==> src/rtl/mem_access_pkg.sv <==
// Shared definitions for the MEM-stage load/store unit: RV32I width codes and FSM states.
package mem_access_pkg;

  localparam logic [2:0] F3_B  = 3'b000;
  localparam logic [2:0] F3_H  = 3'b001;
  localparam logic [2:0] F3_W  = 3'b010;
  localparam logic [2:0] F3_BU = 3'b100;
  localparam logic [2:0] F3_HU = 3'b101;

  typedef enum logic {
    IDLE   = 1'b0,
    RMW_WR = 1'b1
  } state_t;

endpackage

==> src/rtl/mem_lane_align.sv <==
// Combinational lane logic: extracts and extends load data, and merges a sub-word store
// into an existing memory word.
module mem_lane_align
  import mem_access_pkg::*;
(
  input  logic [2:0]  funct3,
  input  logic [1:0]  addr_lo,
  input  logic [31:0] word,
  input  logic [31:0] wdata,
  output logic [31:0] load_data,
  output logic [31:0] merged
);

  logic [7:0]  byte_v;
  logic [15:0] half_v;

  assign byte_v = word[{addr_lo, 3'b000} +: 8];
  assign half_v = addr_lo[1] ? word[31:16] : word[15:0];

  // NOTE: every output gets a default before the case so no latch is inferred.
  always_comb begin
    load_data = '0;
    merged    = word;
    case (funct3)
      F3_B: begin
        load_data = {{24{byte_v[7]}}, byte_v};
        merged[{addr_lo, 3'b000} +: 8] = wdata[7:0];
      end
      F3_BU: load_data = {24'h0, byte_v};
      F3_H: begin
        load_data = {{16{half_v[15]}}, half_v};
        if (addr_lo[1]) merged[31:16] = wdata[15:0];
        else            merged[15:0]  = wdata[15:0];
      end
      F3_HU: load_data = {16'h0, half_v};
      F3_W: begin
        load_data = word;
        merged    = wdata;
      end
      default: ;
    endcase
  end

endmodule

==> src/rtl/mem_access_unit.sv <==
// MEM-stage load/store initiator with two-cycle read-modify-write for SB/SH.
// Define MEM_ACCESS_CHECK_EN to flag misaligned and out-of-range requests via rsp_err.
module mem_access_unit
  import mem_access_pkg::*;
#(
  parameter int MEM_WORDS = 32
) (
  input  logic        clk,
  input  logic        rst,
  input  logic        req_valid,
  output logic        req_ready,
  input  logic        req_write,
  input  logic [2:0]  req_funct3,
  input  logic [31:0] req_addr,
  input  logic [31:0] req_wdata,
  output logic        rsp_valid,
  output logic [31:0] rsp_data,
  output logic        rsp_err,
  output logic        MemRead,
  output logic        MemWrite,
  output logic [31:0] ALUresult,
  output logic [31:0] MemWriteData,
  input  logic [31:0] MemReadData
);

  state_t      state, state_n;
  logic [31:0] merge_q, addr_q;
  logic [31:0] load_data, merged;
  logic        accept, illegal, flagged, blocked, err_cond, is_sub_store;

  mem_lane_align u_align (
    .funct3    (req_funct3),
    .addr_lo   (req_addr[1:0]),
    .word      (MemReadData),
    .wdata     (req_wdata),
    .load_data (load_data),
    .merged    (merged)
  );

  assign req_ready    = (state == IDLE);
  assign accept       = req_valid && req_ready;
  assign is_sub_store = req_write && (req_funct3 == F3_B || req_funct3 == F3_H);

  always_comb begin
    illegal = 1'b0;
    case (req_funct3)
      F3_B, F3_H, F3_W: illegal = 1'b0;
      F3_BU, F3_HU:     illegal = req_write;
      default:          illegal = 1'b1;
    endcase
  end

`ifdef MEM_ACCESS_CHECK_EN
  always_comb begin
    flagged = ({2'b00, req_addr[31:2]} >= 32'(MEM_WORDS));
    if ((req_funct3 == F3_H || req_funct3 == F3_HU) && req_addr[0]) flagged = 1'b1;
    if (req_funct3 == F3_W && req_addr[1:0] != 2'b00)               flagged = 1'b1;
  end
  assign err_cond = illegal || flagged;
`else
  assign flagged  = 1'b0;
  assign err_cond = 1'b0;
`endif

  assign blocked = illegal || flagged;

  // Enables are gated by rst so they fall in the same instant reset rises.
  always_comb begin
    state_n      = state;
    MemRead      = 1'b0;
    MemWrite     = 1'b0;
    ALUresult    = {req_addr[31:2], 2'b00};
    MemWriteData = req_wdata;
    case (state)
      IDLE: begin
        if (accept && !blocked && !rst) begin
          if (!req_write) begin
            MemRead = 1'b1;
          end else if (is_sub_store) begin
            MemRead = 1'b1;
            state_n = RMW_WR;
          end else begin
            MemWrite = 1'b1;
          end
        end
      end
      RMW_WR: begin
        MemWrite     = !rst;
        ALUresult    = addr_q;
        MemWriteData = merge_q;
        state_n      = IDLE;
      end
      default: state_n = IDLE;
    endcase
  end

  // NOTE: sequential state uses non-blocking assignments so all registers update together.
  always_ff @(posedge clk or posedge rst) begin
    if (rst) begin
      state     <= IDLE;
      rsp_valid <= 1'b0;
      rsp_data  <= '0;
      rsp_err   <= 1'b0;
      merge_q   <= '0;
      addr_q    <= '0;
    end else begin
      state     <= state_n;
      rsp_valid <= accept && (blocked || !req_write);
      rsp_err   <= accept && err_cond;
      if (accept && blocked)         rsp_data <= '0;
      else if (accept && !req_write) rsp_data <= load_data;
      if (accept && !blocked && is_sub_store) begin
        merge_q <= merged;
        addr_q  <= {req_addr[31:2], 2'b00};
      end
    end
  end

endmodule

==> config.mk <==
export PLATFORM = sky130hd
export DESIGN_NAME = mem_access_unit
export DESIGN_NICKNAME = d
export VERILOG_FILES = /design/src/rtl/mem_access_pkg.sv /design/src/rtl/mem_lane_align.sv /design/src/rtl/mem_access_unit.sv
export SDC_FILE = /design/constraint.sdc
export NUM_CORES = 1
export LEC_CHECK = 0
export ABC_AREA = 1
export CAP_MARGIN = 20
export CORE_MARGIN = 2
export CORE_UTILIZATION = 45
export CTS_CLUSTER_SIZE = 20
export DETAILED_ROUTE_END_ITERATION = 12
export GPL_ROUTABILITY_DRIVEN = 0
export PLACE_DENSITY = 0.75
export SLEW_MARGIN = 20
export SYNTH_ARGS = -nofsm -noshare
export SYNTH_HDL_FRONTEND = slang
export SYNTH_SLANG_ARGS = --single-unit
export TNS_END_PERCENT = 1
==> constraint.sdc <==
create_clock -name clk -period 7.1 [get_ports clk]
set_input_delay 2.13 -clock clk [delete_from_list [all_inputs] [get_ports clk]]
set_output_delay 2.13 -clock clk [all_outputs]
set_load 0.02 [all_outputs]
==> impl_metrics.py, run 1 <==
metrics = {
    "run_status": {
        "status": "finished, final reports clean",
    },
    "grt": {
        "grt_start_max_net_pins": 64,
        "antenna_found_initial": 0,
        "gr-usage-all-layers_pct": 26.9,
        "grt_pass1_wl_um": 37600,
        "grt_pass1_vias": 7432,
        "overflow": 0,
    },
    "cells_and_area": {
        "num_antenna_cells": 0,
        "drive_gt1_share_pct": 3.69,
        "fin_util_pct": 60.6,
        "synthToLayoutAreaGrowth_pct": 31.3,
        "nets": 1541,
    },
    "routing": {
        "drt_wl_total_um": 23300,
        "wire_per_inst_um": 14.1,
        "drtPass1Iterations": 5,
        "vias": 8092,
        "ant_nets": 0,
        "drt_iter0_markers": 908,
        "route.detailed.drc": 0,
        "viasPerCell": 4.89,
    },
    "clocking": {
        "cts_buffers": 9,
        "clock_sinks": 96,
        "root_buffer": "clkbuf_16",
        "postCtsSetupBuffers": 0,
        "clk_pin_slew_worst_paths_ns": 0.07,
        "insertion_delay_ns": 0.36,
        "cts.path.max_buffers": 2,
        "htree_levels": 3,
        "cts_repair_resize_count": 0,
        "holdBufCountCts": 0,
        "cts_tree": "done",
    },
    "critical_path": {
        "reg2reg_setup_slack_ns": 4.40,
        "cp_cell_sequence": "clkdlybuf4s50_1 -> inv_4 -> o21ai_0 -> nor2_1 -> clkdlybuf4s50_1",
        "crit_required_ns": 4.97,
        "path_max_fanout": 36,
        "path_common_cell": "clkdlybuf4s50_1",
        "max_stage_delay_ns": 0.61,
        "critPathBufInv": 3,
        "path_delay_family": "buffers and inverters",
        "cp.arrival_ns": 3.90,
        "crit_slowest_cell": "clkdlybuf4s50_1",
        "crit_path_end_kind": "output port",
        "crit_type": "in2out",
        "r2r-start": "state$_DFF_PP0_",
        "crit_path_start": "rst",
        "start_kind": "primary input",
    },
    "floorplanning": {
        "dieArea_um2": 17300,
        "die_w_um": 132,
        "core-area_um2": 15900,
        "start_util_pct": 46.1,
        "ios": 204,
        "fp.dieH_um": 132,
        "row_count": 46,
    },
    "flow_run": {
        "cap_violations": 0,
    },
    "sta": {
        "max-slew-margin-rel_pct": 36.2,
        "fin_skew_ns": 0.00687,
        "post-route-period-util_pct": 85.0,
        "hold_viol_final": 0,
        "worst_pin_slew_ns": 0.954,
        "fin_ws_ns": 1.07,
        "max_freq_ghz": 0.166,
        "fin_crit_ns": 6.03,
        "slew_viol_final": 0,
        "setup_viol": 0,
        "rsz0062_at_grt": "no",
        "tns_ns": 0,
    },
    "place": {
        "dp_hpwl_um": 17300,
        "pre_cts_ws_ns": 1.03,
        "portBuffers": 200,
    },
    "power": {
        "powerDensity_nw_per_um2": 176,
        "leakagePower_uw": 0.00520,
        "vdd_ir_drop_max_mv": 0.123,
        "total_power_uw": 1700,
    },
    "hold_path": {
        "min-delay-start": "rsp_data[12]$_DFFE_PP0P_",
        "hp-class": "reg2reg",
    },
    "synthesis": {
        "postSynthCellCount": 1283,
        "ys_warn_count": 0,
        "avgSynthCellArea_um2": 5.71,
        "synth.cell_area_um2": 7330,
        "ys_ff_latch": 96,
        "synth_seq_area_share_pct": 32.8,
        "ys_types": 24,
    },
}
power by group:
group | total, µW | internal (µW) | leakage (µW) | switching, µW
Clock | 547 | 321 | 0.000157 | 226
Sequential | 655 | 619 | 0.00114 | 36.1
Combinational | 493 | 206 | 0.00391 | 288
final timing paths:
| check | endpoint | cells past startpoint |
|---|---|---|
| max in group asynchronous | state$_DFF_PP0_ | 3 |
| hold / removal | rsp_data[12]$_DFFE_PP0P_ | 2 |
| hold reg to reg | rsp_data[12]$_DFFE_PP0P_ | 2 |
| setup / recovery | MemWrite | 5 |
| min in group asynchronous | rsp_data[10]$_DFFE_PP0P_ | 2 |
| setup reg to reg | merge_q[31]$_DFFE_PP0P_ | 6 |
sequential cells by signal, summed over array words and instances, names as in the netlist:
name,flops
addr_q,30
merge_q,32
rsp_data,32
rsp_valid,1
state,1
kinds of logic (layout without fill, tap and decap cells):
kind of cell | count (synthesis) | count (layout) | share of synthesized area (%)
buffers and inverters | 239 | 392 | 13.9
DFF | 96 | 96 | 32.8
and+or+nand+nor | 829 | 829 | 44.5
adders and majority gates | 5 | 5 | 0.854
AOI/OAI and AO/OA | 113 | 113 | 7.92
other | 1 | 3 | 0.0512
cell usage in the layout, fill, tap and decap left out, drive strengths merged:
cell,Yosys,final
a21oi,4,4
o21ai,109,109
nand3,58,58
nor3,2,2
nor2,204,204
ha,5,5
dfrtp,96,96
buf,54,10
nand2,564,564
conb,1,3
clkinvlp,0,1
bufinv,0,2
nand4,1,1
inv,167,169
clkdlybuf4s50,0,199
clkbuf,18,11
layer usage:
| layer | global-route usage, % | vias to the layer above | share of wire (%) |
|---|---|---|---|
| met5 | 0 | - | 0 |
| met4 | 9.78 | 0 | 3.0 |
| met3 | 5.44 | 45 | 7.9 |
| met2 | 42.3 | 341 | 45 |
| met1 | 36.7 | 3594 | 44 |
| li1 | - | 4112 | - |
stage by stage:
step | instance area, µm² | cells | hold slack, ns
6_report | 9620 | 1654 | 0.484
5_1_grt | 9620 | 1654 | 0.494
4_1_cts | 9620 | 1654 | 0.486
3_5_place_dp | 9290 | 1638 | 0.464
3_3_place_gp | 9290 | 1638 | 0.467
2_1_floorplan | 7330 | 1285 | 0.453
worst min-delay path: stages (launching register included):
cell	delay [ns]
dfrtp_1	0.35
nand2_1	0.05
nand2_1	0.05
cells in the mapped netlist:
library cell | number | area, µm²
nand2_2 | 1 | 6.26
inv_2 | 6 | 22.5
a21oi_4 | 1 | 16.3
nand3_1 | 58 | 290
dfrtp_1 | 96 | 2400
ha_1 | 5 | 62.6
buf_2 | 38 | 190
conb_1 | 1 | 3.75
a21oi_2 | 1 | 8.76
nor3_1 | 2 | 10.0
buf_4 | 13 | 97.6
nand2_4 | 1 | 11.3
o21ai_0 | 88 | 440
nor2_2 | 13 | 81.3
inv_1 | 161 | 604
clkbuf_1 | 18 | 67.6
o21ai_1 | 21 | 105
nand2_1 | 561 | 2110
buf_6 | 3 | 33.8
nor2_1 | 190 | 713
nand4_2 | 1 | 12.5
nand2_8 | 1 | 20.0
nor2_4 | 1 | 11.3
a21oi_1 | 2 | 10.0
area by class of cell:
class / count / area, µm²
multi-input combinational: 950 / 3930
inverter: 167 / 629
timing repair buffer: 209 / 2060
clock inverter: 5 / 85.1
tap: 216 / 270
sequential: 96 / 2400
clock buffer: 11 / 243
fill: 1581 / 6260
(Power assumes the default switching activity.)
==> run 2: changes to the inputs <==
--- a/config.mk
+++ b/config.mk
@@ -12,7 +12,7 @@
 export CTS_CLUSTER_SIZE = 20
 export DETAILED_ROUTE_END_ITERATION = 12
 export GPL_ROUTABILITY_DRIVEN = 0
-export PLACE_DENSITY = 0.75
+export PLACE_DENSITY = 0.78
 export SLEW_MARGIN = 20
 export SYNTH_ARGS = -nofsm -noshare
 export SYNTH_HDL_FRONTEND = slang
==> constraint.sdc (replaced) <==
create_clock -name clk -period 5.5 [get_ports clk]
set_input_delay 1.65 -clock clk [delete_from_list [all_inputs] [get_ports clk]]
set_output_delay 1.65 -clock clk [all_outputs]
set_load 0.02 [all_outputs]
==> run 2 against run 1 <==
Sequential share of layout area down 0.10 points; utilization up 0.24 points; final area up 0.40%; wire length up 4.1%; first-iteration DRC count down 16%; clock-buffer cell count unchanged; non-clock buffer count up 5; global-route usage up 1.5 points; worst setup slack worse by 0.65 ns; register-to-register slack worse by 1.6 ns; critical path depth up 3; critical path type unchanged; critical endpoint unchanged; largest power group unchanged.
==> impl_metrics.py, run 2 (same netlist as run 1, synthesis figures left out) <==
metrics = {
    "place": {
        "dp_hpwl_um": 17900,
        "portBuffers": 200,
        "pre_cts_ws_ns": 0.389,
    },
    "power": {
        "vdd_ir_drop_max_mv": 0.151,
        "powerDensity_nw_per_um2": 228,
        "leakagePower_uw": 0.00522,
    },
    "sta": {
        "fin_ws_ns": 0.413,
        "hold_viol_final": 0,
        "fin_skew_ns": 0.00650,
        "max_freq_ghz": 0.197,
        "post-route-period-util_pct": 92.5,
        "slew_viol_final": 0,
        "rsz0062_at_grt": "no",
        "tns_ns": 0,
        "setup_viol": 0,
        "fin_crit_ns": 5.09,
        "worst_pin_slew_ns": 0.945,
        "max-slew-margin-rel_pct": 37.0,
    },
    "critical_path": {
        "r2r_end": "merge_q[19]$_DFFE_PP0P_",
        "reg2reg_depth": 7,
        "r2r-start": "state$_DFF_PP0_",
        "crit_type": "in2out",
        "path_max_fanout": 4,
        "start_kind": "primary input",
        "crit_required_ns": 3.85,
        "crit_path_end_kind": "output port",
        "reg2reg_setup_slack_ns": 2.85,
        "cp.arrival_ns": 3.44,
    },
    "cells_and_area": {
        "largest_registers": "merge_q (32), rsp_data (32), addr_q (30)",
        "synthToLayoutAreaGrowth_pct": 31.8,
        "nets": 1546,
        "final_common_cell": "nand2_1",
        "layout_common_cells": "nand2_1 (561), clkdlybuf4s50_1 (199), nor2_1 (190), inv_1 (160), dfrtp_1 (95)",
        "num_antenna_cells": 0,
        "drive_gt1_share_pct": 4.02,
    },
    "clocking": {
        "cts_repair_resize_count": 0,
        "cts_tree": "done",
        "root_buffer": "clkbuf_16",
        "clock_sinks": 96,
        "cts.path.max_buffers": 2,
        "holdBufCountCts": 0,
        "postCtsSetupBuffers": 0,
        "cts_buffers": 9,
        "clk_pin_slew_worst_paths_ns": 0.07,
        "htree_levels": 3,
        "insertion_delay_ns": 0.36,
    },
    "grt": {
        "overflow": 0,
        "antenna_found_initial": 0,
        "gr-usage-all-layers_pct": 28.4,
        "grt_pass1_vias": 7665,
        "grt_pass1_wl_um": 39700,
        "grt_start_max_net_pins": 94,
    },
    "flow_run": {
        "cap_violations": 0,
    },
    "hold_path": {
        "hp-class": "reg2reg",
        "min-delay-start": "rsp_data[4]$_DFFE_PP0P_",
        "whs_path_depth": 2,
        "min_to": "rsp_data[4]$_DFFE_PP0P_",
    },
    "run_status": {
        "status": "finished, final reports clean",
    },
    "routing": {
        "route.detailed.drc": 0,
        "drt_wl_total_um": 24300,
        "vias": 8149,
        "drt_iter0_markers": 767,
        "drtPass1Iterations": 6,
        "wire_per_inst_um": 14.6,
        "ant_nets": 0,
        "viasPerCell": 4.91,
    },
    "floorplanning": {
        "start_util_pct": 46.1,
        "dieArea_um2": 17300,
        "row_count": 46,
        "die_w_um": 132,
        "fp.dieH_um": 132,
        "core-area_um2": 15900,
        "ios": 204,
    },
}
## run 2: cell types whose count changed in the layout (fill, tap and decap cells not counted)
cell | before | now
buf_4 | 9 | 14
clkinvlp_4 | 1 | 2
inv_4 | 1 | 0
## run 2: layout make-up
cell class,count,area [µm²]
clock buffer,11,243
clock inverter,5,85.1
fill,1548,6230
inverter,167,631
multi-input combinational,950,3930
sequential,96,2400
tap,216,270
timing repair buffer,214,2100
## run 2: layer usage
layer	wire (µm)	GRT usage, %	up-vias
met5	0	0	-
met3	1680	5.17	59
met4	913	11.8	0
met1	10900	38.2	3644
li1	-	-	4109
met2	10800	44.9	337
## run 2: worst max-delay path by stage
stage / from / endpoint
after global placement: req_valid / MemWrite
after floorplan: rst / MemWrite
final: req_valid / MemWrite
after CTS: req_valid / MemWrite
after detailed placement: req_valid / MemWrite
after global routing: req_valid / MemWrite
## run 2: worst max-delay path, cell delays in order
cell and delay, ns:
clkdlybuf4s50_1 0.50, inv_1 0.06, nor2_2 0.18, o21ai_0 0.12, a21oi_1 0.17, nor2_1 0.06, nor2_1 0.10, clkdlybuf4s50_1 0.60
## run 2: per-stage QoR
step | hold WS, ns | util [%] | std cells | total power (µW) | cell area [µm²]
floorplan | 0.453 | - | 1285 | 1220 | 7340
global route | 0.512 | 60.8 | 1659 | 2320 | 9660
detailed placement | 0.467 | 58.7 | 1643 | 1500 | 9330
global placement | 0.466 | 58.7 | 1643 | 1490 | 9330
CTS | 0.486 | 60.8 | 1659 | 2210 | 9660
finish | 0.485 | 60.8 | 1659 | 2200 | 9660
## run 2: power by group
part | internal, µW | switching, µW | total (µW) | leakage (µW)
Sequential | 799 | 46.6 | 846 | 0.00114
Combinational | 268 | 379 | 647 | 0.00393
Clock | 415 | 293 | 708 | 0.000157
Total | 1480 | 719 | 2200 | 0.00522
